## src/rtl/serial_add_arbiter_pkg.sv

```systemverilog
// serial_add_pkg: shared state type, default sizes and round-robin pick for the serial adder arbiter
package serial_add_pkg;
    localparam int NREQ_DEF = 4;
    localparam int WIDTH_DEF = 8;
    typedef enum logic [1:0] {IDLE, ADD, DONE} state_t;
    typedef struct packed {
        logic found;
        int   idx;
    } pick_t;
    // First set request at or after ptr, wrapping at n; n is at most 32
    function automatic pick_t rr_pick(input logic [31:0] req, input int ptr, input int n);
        pick_t p = '{found: 1'b0, idx: 0};
        for (int k = 0; k < 32; k++) begin
            if (k < n && !p.found && |(req & (32'd1 << ((ptr + k) % n))))
                p = '{found: 1'b1, idx: (ptr + k) % n};
        end
        return p;
    endfunction
endpackage

```

## src/rtl/serial_add_arbiter_if.sv

```systemverilog
// serial_add_arbiter_if: requester-side operand/grant bus and result bus of the shared serial adder
interface serial_add_arbiter_if import serial_add_pkg::*; #(
    parameter int NREQ = NREQ_DEF,
    parameter int WIDTH = WIDTH_DEF
);
    logic [NREQ-1:0]         req, gnt;
    logic [NREQ*WIDTH-1:0]   op_a, op_b;
    logic                    busy, done, cout, par_even, par_odd;
    logic [$clog2(NREQ)-1:0] done_id;
    logic [WIDTH-1:0]        sum;
    modport master (output req, op_a, op_b, input gnt, busy, done, done_id, sum, cout, par_even, par_odd);
    modport slave (input req, op_a, op_b, output gnt, busy, done, done_id, sum, cout, par_even, par_odd);
endinterface

```

## src/rtl/serial_add_arbiter_ha_cell.sv

```systemverilog
// ha_cell: combinational half adder, two of these plus a carry flop form the shared adder bit
module ha_cell (
    input  logic a,
    input  logic b,
    output logic s,
    output logic c
);
    assign s = a ^ b;
    assign c = a & b;
endmodule

```

## src/rtl/serial_add_arbiter.sv

```systemverilog
// serial_add_arbiter: round-robin sequencer sharing one bit-serial adder among NREQ requesters
module serial_add_arbiter import serial_add_pkg::*; #(
    parameter int NREQ = NREQ_DEF,
    parameter int WIDTH = WIDTH_DEF
) (
    input logic clock,
    input logic reset,
    serial_add_arbiter_if.slave bus
);
    localparam int IW = $clog2(NREQ);
    localparam int CW = $clog2(WIDTH);
    state_t state, state_n;
    pick_t pick;
    logic [IW-1:0] pidx, ptr, gid;
    logic [WIDTH-1:0] a_sh, b_sh, res_sh, res_n;
    logic [CW-1:0] cnt;
    logic carry, carry_n, ha0, ha1, c0, c1, last;

    ha_cell u_ha0 (.a(a_sh[0]), .b(b_sh[0]), .s(ha0), .c(c0));
    ha_cell u_ha1 (.a(ha0), .b(carry), .s(ha1), .c(c1));

    assign pick = rr_pick(32'(bus.req), int'(ptr), NREQ);
    assign pidx = IW'(pick.idx);
    assign carry_n = c0 | c1;
    assign res_n = WIDTH'({ha1, res_sh} >> 1);
    assign last = cnt == CW'(WIDTH - 1);

    always_ff @(posedge clock)
        state <= !reset ? IDLE : state_n;

    always_comb
        state_n = state == IDLE ? (pick.found ? ADD : IDLE) :
                  state == ADD  ? (last ? DONE : ADD) : IDLE;

    always_comb begin
        bus.gnt = (state == IDLE && pick.found) ? NREQ'(1) << pidx : '0;
        bus.busy = state != IDLE;
        bus.done = state == DONE;
    end

    // Result registers load on the last add cycle so they are valid alongside done
    always_ff @(posedge clock) begin
        if (!reset) begin
            ptr <= '0;
            gid <= '0;
            a_sh <= '0;
            b_sh <= '0;
            res_sh <= '0;
            cnt <= '0;
            carry <= 1'b0;
            bus.done_id <= '0;
            bus.sum <= '0;
            bus.cout <= 1'b0;
            bus.par_even <= 1'b0;
            bus.par_odd <= 1'b1;
        end else if (state == IDLE && pick.found) begin
            a_sh <= bus.op_a[pidx*WIDTH +: WIDTH];
            b_sh <= bus.op_b[pidx*WIDTH +: WIDTH];
            gid <= pidx;
            ptr <= pidx == IW'(NREQ - 1) ? '0 : pidx + 1'b1;
            carry <= 1'b0;
            cnt <= '0;
        end else if (state == ADD) begin
            a_sh <= a_sh >> 1;
            b_sh <= b_sh >> 1;
            res_sh <= res_n;
            carry <= carry_n;
            cnt <= cnt + 1'b1;
            if (last) begin
                bus.sum <= res_n;
                bus.cout <= carry_n;
                bus.done_id <= gid;
                bus.par_even <= ^res_n;
                bus.par_odd <= ~^res_n;
            end
        end
    end
endmodule

```

## src/flat_wrapper.sv

```systemverilog
// flat-port wrapper written by rule: the top's interface ports become plain ports
module serial_add_arbiter_flat import serial_add_pkg::*;
#(
    parameter int NREQ = NREQ_DEF,
    parameter int WIDTH = WIDTH_DEF
)
  (clock, reset, bus_req, bus_op_a, bus_op_b, bus_gnt, bus_busy, bus_done, bus_done_id, bus_sum, bus_cout, bus_par_even, bus_par_odd);
  serial_add_arbiter_if #(.NREQ(NREQ), .WIDTH(WIDTH)) bus_i ();
  input logic clock;
  input logic reset;
  input wire logic [$bits(bus_i.req)-1:0] bus_req;
  input wire logic [$bits(bus_i.op_a)-1:0] bus_op_a;
  input wire logic [$bits(bus_i.op_b)-1:0] bus_op_b;
  output wire logic [$bits(bus_i.gnt)-1:0] bus_gnt;
  output wire logic [$bits(bus_i.busy)-1:0] bus_busy;
  output wire logic [$bits(bus_i.done)-1:0] bus_done;
  output wire logic [$bits(bus_i.done_id)-1:0] bus_done_id;
  output wire logic [$bits(bus_i.sum)-1:0] bus_sum;
  output wire logic [$bits(bus_i.cout)-1:0] bus_cout;
  output wire logic [$bits(bus_i.par_even)-1:0] bus_par_even;
  output wire logic [$bits(bus_i.par_odd)-1:0] bus_par_odd;
  assign bus_i.req = bus_req;
  assign bus_i.op_a = bus_op_a;
  assign bus_i.op_b = bus_op_b;
  assign bus_gnt = bus_i.gnt;
  assign bus_busy = bus_i.busy;
  assign bus_done = bus_i.done;
  assign bus_done_id = bus_i.done_id;
  assign bus_sum = bus_i.sum;
  assign bus_cout = bus_i.cout;
  assign bus_par_even = bus_i.par_even;
  assign bus_par_odd = bus_i.par_odd;
  serial_add_arbiter #(.NREQ(NREQ), .WIDTH(WIDTH)) u_core (.clock(clock), .reset(reset), .bus(bus_i));
endmodule
```

## config.mk

```make
export PLATFORM = sky130hd
export DESIGN_NAME = serial_add_arbiter_flat
export DESIGN_NICKNAME = d
export VERILOG_FILES = /design/src/rtl/serial_add_arbiter_pkg.sv /design/src/rtl/serial_add_arbiter_if.sv /design/src/rtl/serial_add_arbiter_ha_cell.sv /design/src/rtl/serial_add_arbiter.sv /design/src/flat_wrapper.sv
export SDC_FILE = /design/constraint.sdc
export NUM_CORES = 1
export LEC_CHECK = 0
export BUFFER_PORTS_ARGS = -buffer_cell sky130_fd_sc_hd__buf_2
export CORE_MARGIN = 2
export CORE_UTILIZATION = 25
export DETAILED_ROUTE_END_ITERATION = 7
export SYNTH_ARGS = -nofsm -noshare
export SYNTH_HDL_FRONTEND = slang
export SYNTH_SLANG_ARGS = --single-unit
export TNS_END_PERCENT = 100
```

## constraint.sdc

```tcl
create_clock -name clock -period 4.7 [get_ports clock]
set_clock_uncertainty 0.2 [all_clocks]
set_input_delay 0.235 -clock clock [delete_from_list [all_inputs] [get_ports clock]]
set_output_delay 0.235 -clock clock [all_outputs]
set_load 0.02 [all_outputs]
```

Word level (Yosys, flattened, before mapping)
Index checks and enable logic that the tools add are counted.
{"block": "op_classes", "bitwise_logic": 14, "reduce_logical": 22, "n_eq_ne": 4, "n_mux": 14, "shifts": 7, "addsub": 5}
{"operator": "$mux W33", "count": 4}
{"operator": "$and A4 B32 Y32", "count": 4}
{"operator": "$reduce_or A32 Y1", "count": 4}
{"operator": "$shl A1 B32 Y32 const A", "count": 3}
{"operator": "$shiftx A32 B6 Y8", "count": 2}
{"operator": "$mux W8", "count": 4}
{"operator": "$shl A1 B2 Y32 const A", "count": 1}
{"operator": "$mux W2", "count": 4}
{"operator": "$reduce_or A2 Y1", "count": 4}
{"operator": "$reduce_xnor A8 Y1", "count": 1}
{"operator": "$reduce_xor A8 Y1", "count": 1}
{"operator": "$add A2 B1 Y2 const B", "count": 2}
{"operator": "$add A2 B2 Y2 const B", "count": 2}
{"operator": "$eq A2 B2 Y1 const B", "count": 2}
{"operator": "$logic_and A1 B1 Y1", "count": 4}
{"operator": "$mux W4", "count": 1}
{"operator": "$reduce_bool A2 Y1", "count": 2}
{"operator": "$shl A1 B2 Y4 const A", "count": 1}
{"operator": "$add A3 B1 Y3 const B", "count": 1}
{"operator": "$and A1 B1 Y1 const A", "count": 3}
{"operator": "$eq A3 B3 Y1 const B", "count": 1}
{"operator": "$logic_not A1 Y1", "count": 3}
{"operator": "$reduce_and A3 Y1", "count": 1}
{"operator": "$and A1 B1 Y1", "count": 2}
{"operator": "other kinds (7)", "count": 9}
{"block": "word_totals", "ff_bits": 47, "output_inout_bits": 19, "in_bits": 70, "wordCells": 79}

Depth between registers and ports, before layout
Gate-level depths: netlist (run 1).
{"block": "depth", "word_depth": 17, "ltp_mapped": 14, "depth_no_buf": 11}

Modules after synthesis
Synthesis (run 1) repeated with hierarchy kept, for this count alone.
{"block": "unflattened", "cells_unflattened": 417, "hier_area_um2": 3100.5}
{"mod": "serial_add_arbiter", "cells_per_inst": 415, "area_each_um2": 3075.4, "instances": 1, "seq_area_each_um2": 920.9}
{"mod": "ha_cell", "cells_per_inst": 1, "area_each_um2": 12.5, "instances": 2, "seq_area_each_um2": 0.0}

Worst setup path after synthesis (run 1)
Ideal clock, no wire load.
{"block": "synth_path", "kind": "register -> output", "start": "reg u_core.ptr[0]", "end": "out bus_gnt[0]", "n_path_buf": 4, "path_stages_with_launch": 13, "t_arrival_ns": 2.976, "required_ns": 4.265, "slack_ns": 1.289, "path_cell_list": "dfxtp_1 > clkbuf_1 > inv_1 > clkbuf_1 > ha_1 > a22o_1 > or2_0 > or4b_1 > o211a_1 > buf_6 > clkbuf_1 > ha_1 > and2_1"}
{"block": "synth_via", "elab_chain_cells": 16, "word_cells_on_any_way": 34, "classes_between": "add/sub: 3; shift: 5; mux: 5; bitwise: 7; reduce/logical: 14"}
{"item": "from (decl)", "line_no": "serial_add_arbiter.sv:14", "text": "logic [IW-1:0] pidx, ptr, gid;"}
{"item": "from (signal assigned)", "line_no": "serial_add_arbiter.sv:60", "text": "ptr <= pidx == IW'(NREQ - 1) ? '0 : pidx + 1'b1;"}
{"item": "$add A2 B1 Y2", "line_no": "serial_add_arbiter_pkg.sv:14, serial_add_arbiter_pkg.sv:15"}
{"item": "$reduce_or A2 Y1 (no line)"}
{"item": "$and A1 B1 Y1 (no line)"}
{"item": "$shl A1 B32 Y32", "line_no": "serial_add_arbiter_pkg.sv:14", "text": "if (k < n && !p.found && |(req & (32'd1 << ((ptr + k) % n))))"}
{"item": "$and A4 B32 Y32", "line_no": "serial_add_arbiter_pkg.sv:14"}
{"item": "$reduce_or A32 Y1", "line_no": "serial_add_arbiter_pkg.sv:14"}
{"item": "$logic_and A1 B1 Y1", "line_no": "serial_add_arbiter_pkg.sv:14"}
{"item": "$mux W33", "line_no": "serial_add_arbiter_pkg.sv:14"}
{"item": "$logic_not A1 Y1", "line_no": "serial_add_arbiter_pkg.sv:14"}
{"item": "$logic_and A1 B1 Y1", "line_no": "serial_add_arbiter_pkg.sv:14"}
{"item": "$mux W33", "line_no": "serial_add_arbiter_pkg.sv:14"}
{"item": "$logic_not A1 Y1", "line_no": "serial_add_arbiter_pkg.sv:14"}
{"item": "$logic_and A1 B1 Y1", "line_no": "serial_add_arbiter_pkg.sv:14"}
{"item": "$mux W33 *", "line_no": "serial_add_arbiter_pkg.sv:14"}
{"item": "$shl A1 B2 Y4 or $logic_and A1 B1 Y1 (tied branches)", "line_no": "serial_add_arbiter.sv:36", "text": "bus.gnt = (state == IDLE && pick.found) ? NREQ'(1) << pidx : '0;"}
{"item": "$mux W4 *", "line_no": "serial_add_arbiter.sv:36"}
{"item": "to (decl)", "line_no": "flat_wrapper.sv:14", "text": "output wire logic [$bits(bus_i.gnt)-1:0] bus_gnt;"}
Mark *: on every way between the ends. The rest lies on a longest branch, timed or not.

==> results of run 1 <==
[metal layers]
metal / vias up / GRT usage (%) / wire [um]
li1: 1811 / - / -
met1: 1679 / 18.6 / 4910
met2: 103 / 22.7 / 4690
met3: 8 / 2.30 / 450
met4: 0 / 1.94 / 56
met5: - / 0 / 0
[through the flow]
step                setup slack, ps  std cells  cell area, um2  total power, mW  hold slack [ps]
global placement                971        684            4020             2.28              231
floorplan                      1290        451            3440             1.85              212
global route                    203        692            4170             2.89              245
CTS                             463        692            4170             2.67              218
detailed placement              774        684            4020             2.31              245
finish                          439        692            4170             2.68              226
[worst max-delay path: stages (launching register included)]
cell and delay, ps:
dfxtp_2 360, inv_1 50, buf_4 210, ha_1 280
a22oi_1 270, nand2_2 180, nor2_1 890, nor2_1 130
o21ai_0 470, inv_1 170, ha_1 240, and2_1 130
buf_2 150
[power by group]
group          internal (mW)  switching (mW)
clock                  0.200           0.158
sequential             0.468          0.0456
combinational          0.657            1.15
total                   1.32            1.35
[sequential cells by signal, indices dropped and copies added, names as in the netlist]
signal	flops
u_core.bus.par_even	1
u_core.cnt	3
u_core.gid	2
u_core.bus.done_id	2
u_core.bus.sum	8
u_core.b_sh	8
u_core.bus.cout	1
u_core.ptr	2
u_core.carry	1
u_core.res_sh	7
u_core.bus.par_odd	1
u_core.state	2
u_core.a_sh	8
[worst paths after layout]
path / endpoint / slack [ps] / depth (start not counted)
setup / recovery: bus_gnt[1] / 440 / 12
hold reg to reg: u_core.bus.par_odd / 260 / 1
setup reg to reg: u_core.ptr[1] / 870 / 12
hold / removal: u_core.b_sh[7] / 230 / 5
[area by class of cell]
class | count | area share, %
Timing Repair Buffer | 98 | 12.4
Multi-Input combinational cell | 356 | 55.9
Tap cell | 176 | 5.28
Sequential cell | 46 | 22.1
Clock buffer | 5 | 3.00
Inverter | 8 | 0.720
Clock inverter | 3 | 0.600
[layout by cell type, fill, tap and decap left out, types with 2 or more instances in the layout]
master,instances
nand3_1,17
a22oi_1,4
buf_2,88
a21boi_0,15
o211a_1,6
or3_1,2
o2111ai_1,6
nand4_1,3
ha_1,10
mux2i_1,30
nor4_1,14
a21oi_1,13
or4_1,2
nor2_1,10
buf_4,10
a31oi_1,19
or2_2,4
dfxtp_1,45
a211oi_1,3
mux2_2,13
o211ai_1,2
and2_1,4
nor3_1,29
clkbuf_16,5
a21o_1,2
a22o_1,11
inv_1,7
xnor2_1,5
nand2_1,67
o21ai_0,36
nor2b_1,2
a311oi_1,12
xor2_1,3
[cell families after synthesis]
kind of cell / after synthesis / synth area share [%]
adders and majority gates: 11 / 4.21
muxes: 43 / 13.0
xor gates and xnor gates: 8 / 2.03
DFF: 46 / 26.7
AOI/OAI and AO/OA: 133 / 26.3
and+or+nand+nor: 161 / 22.2
buffers and inverters: 49 / 5.56
==> results.md, run 1 <==
- Post-synth top area share: 26.7%
- Initial antenna violation count: 0
- Dominant cell type by area after synthesis: dfxtp_1
- Detailed Place HPWL: 7390 um
- Worst-path clk slew: 70 ps
- Avg WL per Cell: 14.6 um
- CTS resizes: 0
- Critical path type: reg2out
- Synth warn: 0
- Starting Density: 25.8%
- Worst-Skew Late Latency: 290 ps
- Status: completed
- Die height: 121 um
- Core ar.: 0.0133 mm2
- Nets: 596
- CTS tree: built
- Max clock buf depth: 2
- Top-count cell post-synth: nand2_1
- CTS sink count: 46
- Residual DRC: 0
- Global-route wire length before repair: 16500 um
- Netlist Area Pre-Place: 0.00344 mm2
- Async SR Flop Fraction: 0%
- Num rows: 42
- FF+latch count, synth: 46
- ANT cells: 0
- Vias: 3601
- Root Buffer: clkbuf_16
- Layout cells sized above 1: 24.2%
- Placer Congestion: 0.829
- Critical R2R Launch: u_core.ptr[0]
- Fin crit share: 90.7%
- Ranking of synthesized cells by area: dfxtp_1 (27%), mux2i_1 (8.7%), nand2_1 (7.3%)
- Synth top cells by count: nand2_1 (67), dfxtp_1 (46), clkbuf_1 (37), o21ai_0 (36), mux2i_1 (30)
- Post-CTS Setup Inserts: 0
- Worst EP arrival: 3830 ps
- Worst Max-Slew Pin Slew: 1120 ps
- Via density: 5.20
- Multi-input logic area: 0.00233 mm2
- Die area: 0.0147 mm2
- Die X: 121 um
- Critical path data required time: 4260 ps
- Hold path start: bus_op_b[7]
- Leak: 1.69 nW
- Register area: 922 um2
- CTS H-Tree Depth: 2
- Pin count of the biggest net entering global routing: 69
- Antenna viol nets, final: 0
- Vias in the first global route: 3364
- Total CTS buffers: 5
- Ys flop type: dfxtp_1
- HP Class: in2reg
- RSZ-0062 raised after global routing: no
- Max Fclk: 0.235 GHz
- CP Capture Type: output pin
- # port buffers: 88
- GRT Total Usage: 13.6%
- Mean area per synthesized cell: 7.64 um2
- Slew Limit Fails: 0
- Area grow syn2layout: 21.1%
- PD cells: 642 mW/mm2
- Element type at the critical path start: flop
- Syn nets: 532
- Synth Instances: 451
- CP Max Fanout: 25
- Number of synthesized flops with an enable pin: 0
- Total global routing overflow: 0
- Final hold violations: 0
- Register area share after synthesis: 26.7%
- Max_slew headroom: 25.2%
- Drt total wl: 10100 um
- Library cells used by synthesis: 46
- # fillers: 1468
- Crit path from: u_core.ptr[0]
- Final setup TNS: 0 ps
- Endpoints failing setup: 0
- Peak VDD IR: 0.000346 V
- Ports: 89
- Maxcap violations: 0
- Fin crit period: 4260 ps
- Fin util: 31.2%
- Quantity of hold-fixing buffers added after cts: 0
- First-pass iteration count of the detailed router: 4
- DR iter-0 viols: 276
Note: power is estimated with default switching activity, not from simulation.
==> run 2: changes to the inputs <==
--- a/config.mk
+++ b/config.mk
@@ -6,9 +6,12 @@
 export NUM_CORES = 1
 export LEC_CHECK = 0
 export BUFFER_PORTS_ARGS = -buffer_cell sky130_fd_sc_hd__buf_2
+export CELL_PAD_IN_SITES_DETAIL_PLACEMENT = 1
+export CELL_PAD_IN_SITES_GLOBAL_PLACEMENT = 2
 export CORE_MARGIN = 2
 export CORE_UTILIZATION = 25
 export DETAILED_ROUTE_END_ITERATION = 7
+export PLACE_DENSITY = 0.8
 export SYNTH_ARGS = -nofsm -noshare
 export SYNTH_HDL_FRONTEND = slang
 export SYNTH_SLANG_ARGS = --single-unit
==> results.md, run 2 (synthesized netlist as in run 1, its figures left out) <==
- Fin crit share: 90.1%
- Worst EP arrival: 3800 ps
- Met1 wire length: 5450 um
- Post-CTS Setup Inserts: 0
- Most common cell after layout, fill and taps aside: buf_2
- Critical R2R Launch: u_core.ptr[1]
- Vias: 3660
- Worst-Skew Late Latency: 280 ps
- DR iter-0 viols: 233
- Met2 routed WL: 5560 um
- Worst reg2reg path depth: 10
- Met3 wire len: 513 um
- Fin util: 31.3%
- Critical path data required time: 4260 ps
- Top Metal Used: met4
- Quantity of hold-fixing buffers added after cts: 0
- Worst Max-Slew Pin Slew: 914 ps
- Drt total wl: 11700 um
- Leak: 1.70 nW
- CTS H-Tree Depth: 2
- Element type at the critical path start: flop
- ANT cells: 0
- Placer Congestion: 0.803
- CP Max Fanout: 28
- Root Buffer: clkbuf_16
- PD cells: 655 mW/mm2
- Global-route wire length before repair: 19400 um
- Fin crit period: 4240 ps
- Worst hold stages: 5
- Final total power: 2.73 mW
- Die X: 121 um
- R2R setup slack: 930 ps
- Max clock buf depth: 2
- Detailed Place HPWL: 8750 um
- Cell Area, Placed: 0.00403 mm2
- Final hold violations: 0
- Critical path type: reg2out
- Max_slew headroom: 39.0%
- Maxcap violations: 0
- RSZ-0062 raised after global routing: no
- Antenna viol nets, final: 0
- CTS resizes: 0
- CTS tree: built
- # port buffers: 88
- Residual DRC: 0
- CTS sink count: 46
- CP Capture Type: output pin
- Die area: 0.0147 mm2
- Final setup TNS: 0 ps
- First-pass iteration count of the detailed router: 4
- Post-route insts no fill: 693
- HP Class: in2reg
- Hold WS: 226 ps
- DP Worst Slack: 777 ps
- Core ar.: 0.0133 mm2
- Commonest non-fill, non-tap cells in the layout: buf_2 (88), nand2_1 (67), dfxtp_1 (45)
- Area grow syn2layout: 21.2%
- RR Endpoint: u_core.ptr[1]
- Avg WL per Cell: 16.9 um
- Vias in the first global route: 3818
- Layout cells sized above 1: 24.2%
- Endpoints failing setup: 0
- Hold path start: bus_op_b[22]
- GRT Total Usage: 16.4%
- Total global routing overflow: 0
- Ports: 89
- Initial antenna violation count: 0
- Fin worst setup slack: 463 ps
- Total CTS buffers: 5
- Pin count of the biggest net entering global routing: 69
- Num rows: 42
- Via density: 5.28
- Starting Density: 25.8%
- # fillers: 1680
- Worst-path clk slew: 60 ps
- Nets: 597
- Status: completed
- Peak VDD IR: 0.000260 V
- Cell area after layout: 0.00418 mm2
- Largest registers: u_core.a_sh (8), u_core.b_sh (8), u_core.bus.sum (8)
- Placed cells: 685
- Hold Path End: u_core.b_sh[6]
- Slew Limit Fails: 0
- Die height: 121 um
- Max Fclk: 0.236 GHz
==> run 2: changes by cell type in the layout (fill, tap and decap cells not counted), sizes merged <==
cell,change
clkbuf,+2
buf,+1
inv,-1
clkinvlp,-1
==> run 2: how the worst max path moves through the flow <==
stage / from / end / slack, ps
6_report: u_core.ptr[1] / bus_gnt[2] / 460
3_3_place_gp: u_core.ptr[1] / bus_gnt[2] / 940
4_1_cts: u_core.ptr[1] / bus_gnt[2] / 460
2_1_floorplan: u_core.ptr[0] / bus_gnt[0] / 1290
5_1_grt: u_core.ptr[1] / bus_gnt[2] / 150
3_5_place_dp: u_core.ptr[1] / bus_gnt[2] / 780
==> run 2: cell type report <==
| cell class | instances | area [um2] | share of cell area (%) |
|---|---|---|---|
| Clock buffer | 7 | 143 | 3.42 |
| Clock inverter | 1 | 5.00 | 0.120 |
| Inverter | 8 | 30.0 | 0.719 |
| Multi-Input combinational cell | 356 | 2330 | 55.9 |
| Sequential cell | 46 | 922 | 22.1 |
| Tap cell | 176 | 220 | 5.27 |
| Timing Repair Buffer | 99 | 523 | 12.5 |
==> run 2: worst max-delay path, cell delays in order, from the launching register on <==
cell and delay, ps:
dfxtp_1 450, inv_1 90, ha_1 240, a22oi_1 310, nand2_2 190, a32oi_1 250
o211a_1 790, clkinv_1 530, ha_1 360, and2_1 140, buf_2 150
==> run 2: power by group <==
| group | internal (mW) | switching, mW |
|---|---|---|
| sequential | 0.468 | 0.0471 |
| clock | 0.211 | 0.145 |
| combinational | 0.663 | 1.20 |
| total | 1.34 | 1.39 |
==> run 2: layer usage <==
layer  vias to the layer above  GRT usage (%)
li1                       1801              -
met1                      1745           21.6
met2                       101           27.8
met3                        13           2.30
met4                         0           4.45
met5                         -              0
==> run 3: changes to the inputs <==
--- a/config.mk
+++ b/config.mk
@@ -9,9 +9,9 @@
 export CELL_PAD_IN_SITES_DETAIL_PLACEMENT = 1
 export CELL_PAD_IN_SITES_GLOBAL_PLACEMENT = 2
 export CORE_MARGIN = 2
-export CORE_UTILIZATION = 25
+export CORE_UTILIZATION = 30
 export DETAILED_ROUTE_END_ITERATION = 7
-export PLACE_DENSITY = 0.8
+export PLACE_DENSITY = 0.92
 export SYNTH_ARGS = -nofsm -noshare
 export SYNTH_HDL_FRONTEND = slang
 export SYNTH_SLANG_ARGS = --single-unit
==> results.md, run 3 (synthesized netlist as in run 1, its figures left out) <==
- Starting Density: 30.4%
- Slew Limit Fails: 0
- Final total power: 2.73 mW
- Placed cells: 652
- DR iter-0 viols: 227
- Max Fclk: 0.236 GHz
- Global-route wire length before repair: 18800 um
- CP Max Fanout: 29
- Final setup TNS: 0 ps
- Post-CTS Setup Inserts: 0
- Fin crit share: 90.2%
- Worst EP arrival: 3800 ps
- Final hold violations: 0
- Detailed Place HPWL: 8550 um
- Fin crit period: 4240 ps
- CP Capture Type: output pin
- Quantity of hold-fixing buffers added after cts: 0
- Vias: 3637
- Status: completed
- Max clock buf depth: 2
- Ports: 89
- Maxcap violations: 0
- Pin count of the biggest net entering global routing: 69
- CTS tree: built
- Most common cell after layout, fill and taps aside: buf_2
- Core ar.: 0.0113 mm2
- Leak: 1.69 nW
- Avg WL per Cell: 17.3 um
- Post-route insts no fill: 660
- Worst-path clk slew: 60 ps
- Critical path data required time: 4260 ps
- Commonest non-fill, non-tap cells in the layout: buf_2 (88), nand2_1 (67), dfxtp_1 (45)
- PD cells: 661 mW/mm2
- Die X: 111 um
- Area grow syn2layout: 20.1%
- Antenna viol nets, final: 0
- DP Worst Slack: 548 ps
- Worst-Skew Late Latency: 290 ps
- # port buffers: 88
- ANT cells: 0
- Peak VDD IR: 0.000248 V
- Die height: 111 um
- CTS sink count: 46
- Drt total wl: 11400 um
- Die area: 0.0124 mm2
- Max_slew headroom: 42.1%
- CTS resizes: 0
- Endpoints failing setup: 0
- Residual DRC: 0
- Nets: 597
- GRT Total Usage: 18.4%
- Hold WS: 241 ps
- CTS H-Tree Depth: 2
- RSZ-0062 raised after global routing: no
- Placer Congestion: 0.815
- Initial antenna violation count: 0
- Num rows: 39
- Total CTS buffers: 5
- Vias in the first global route: 3773
- Critical path type: reg2out
- Via density: 5.51
- First-pass iteration count of the detailed router: 4
- Fin worst setup slack: 460 ps
- Worst Max-Slew Pin Slew: 868 ps
- Root Buffer: clkbuf_16
- Largest registers: u_core.a_sh (8), u_core.b_sh (8), u_core.bus.sum (8)
- Layout cells sized above 1: 24.6%
- Total global routing overflow: 0
- Element type at the critical path start: flop
- HP Class: in2reg
-- run 3: cell types whose count changed in the layout (fill, tap and decap cells not counted), sizes merged --
cell | before | now
clkbuf | 7 | 5
clkinvlp | 0 | 1
inv | 7 | 8
-- run 3: critical path, stage by stage (launching register included) --
cell      delay [ps]
dfxtp_2          350
inv_1             60
buf_4            210
ha_1             280
a22o_1           240
o211a_1          240
buf_4            220
a32oi_1          190
o211a_2          600
clkinv_1         490
ha_1             330
and2_1           140
buf_2            160
-- run 3: where the power goes --
group	total [mW]	internal [mW]	switching, mW
Sequential	0.514	0.468	0.0461
Clock	0.358	0.200	0.158
Combinational	1.86	0.666	1.20
-- run 3: area by class of cell --
class                      instances  area (um2)
clock buffer                       5         125
clock inverter                     3        25.0
fill                            1431        7180
inverter                           8        30.0
multi-input combinational        356        2330
sequential                        46         922
tap                              143         179
timing repair buffer              99         523
-- run 3: final timing paths --
path | slack [ps] | start | cells past startpoint | end
setup / recovery | 460 | u_core.ptr[0] | 12 | bus_gnt[3]
hold / removal | 240 | bus_op_b[22] | 5 | u_core.b_sh[6]
setup reg to reg | 870 | u_core.ptr[0] | 12 | u_core.ptr[1]
hold reg to reg | 260 | u_core.cnt[2] | 2 | u_core.cnt[2]
-- run 3: layer usage --
metal  vias up  routed length (um)  track usage [%]
met5         -                   0                0
met4         0                 174             4.44
met3        13                 597             2.95
met2       111                5590             32.0
met1      1706                5040             23.8
li1       1807                   -                -
-- run 3: stage by stage --
| step | cell area, um2 | utilization [%] |
|---|---|---|
| floorplan | 3440 | - |
| global placement | 3990 | 35.2 |
| detailed placement | 3990 | 35.2 |
| CTS | 4140 | 36.5 |
| global route | 4140 | 36.5 |
| finish | 4140 | 36.5 |
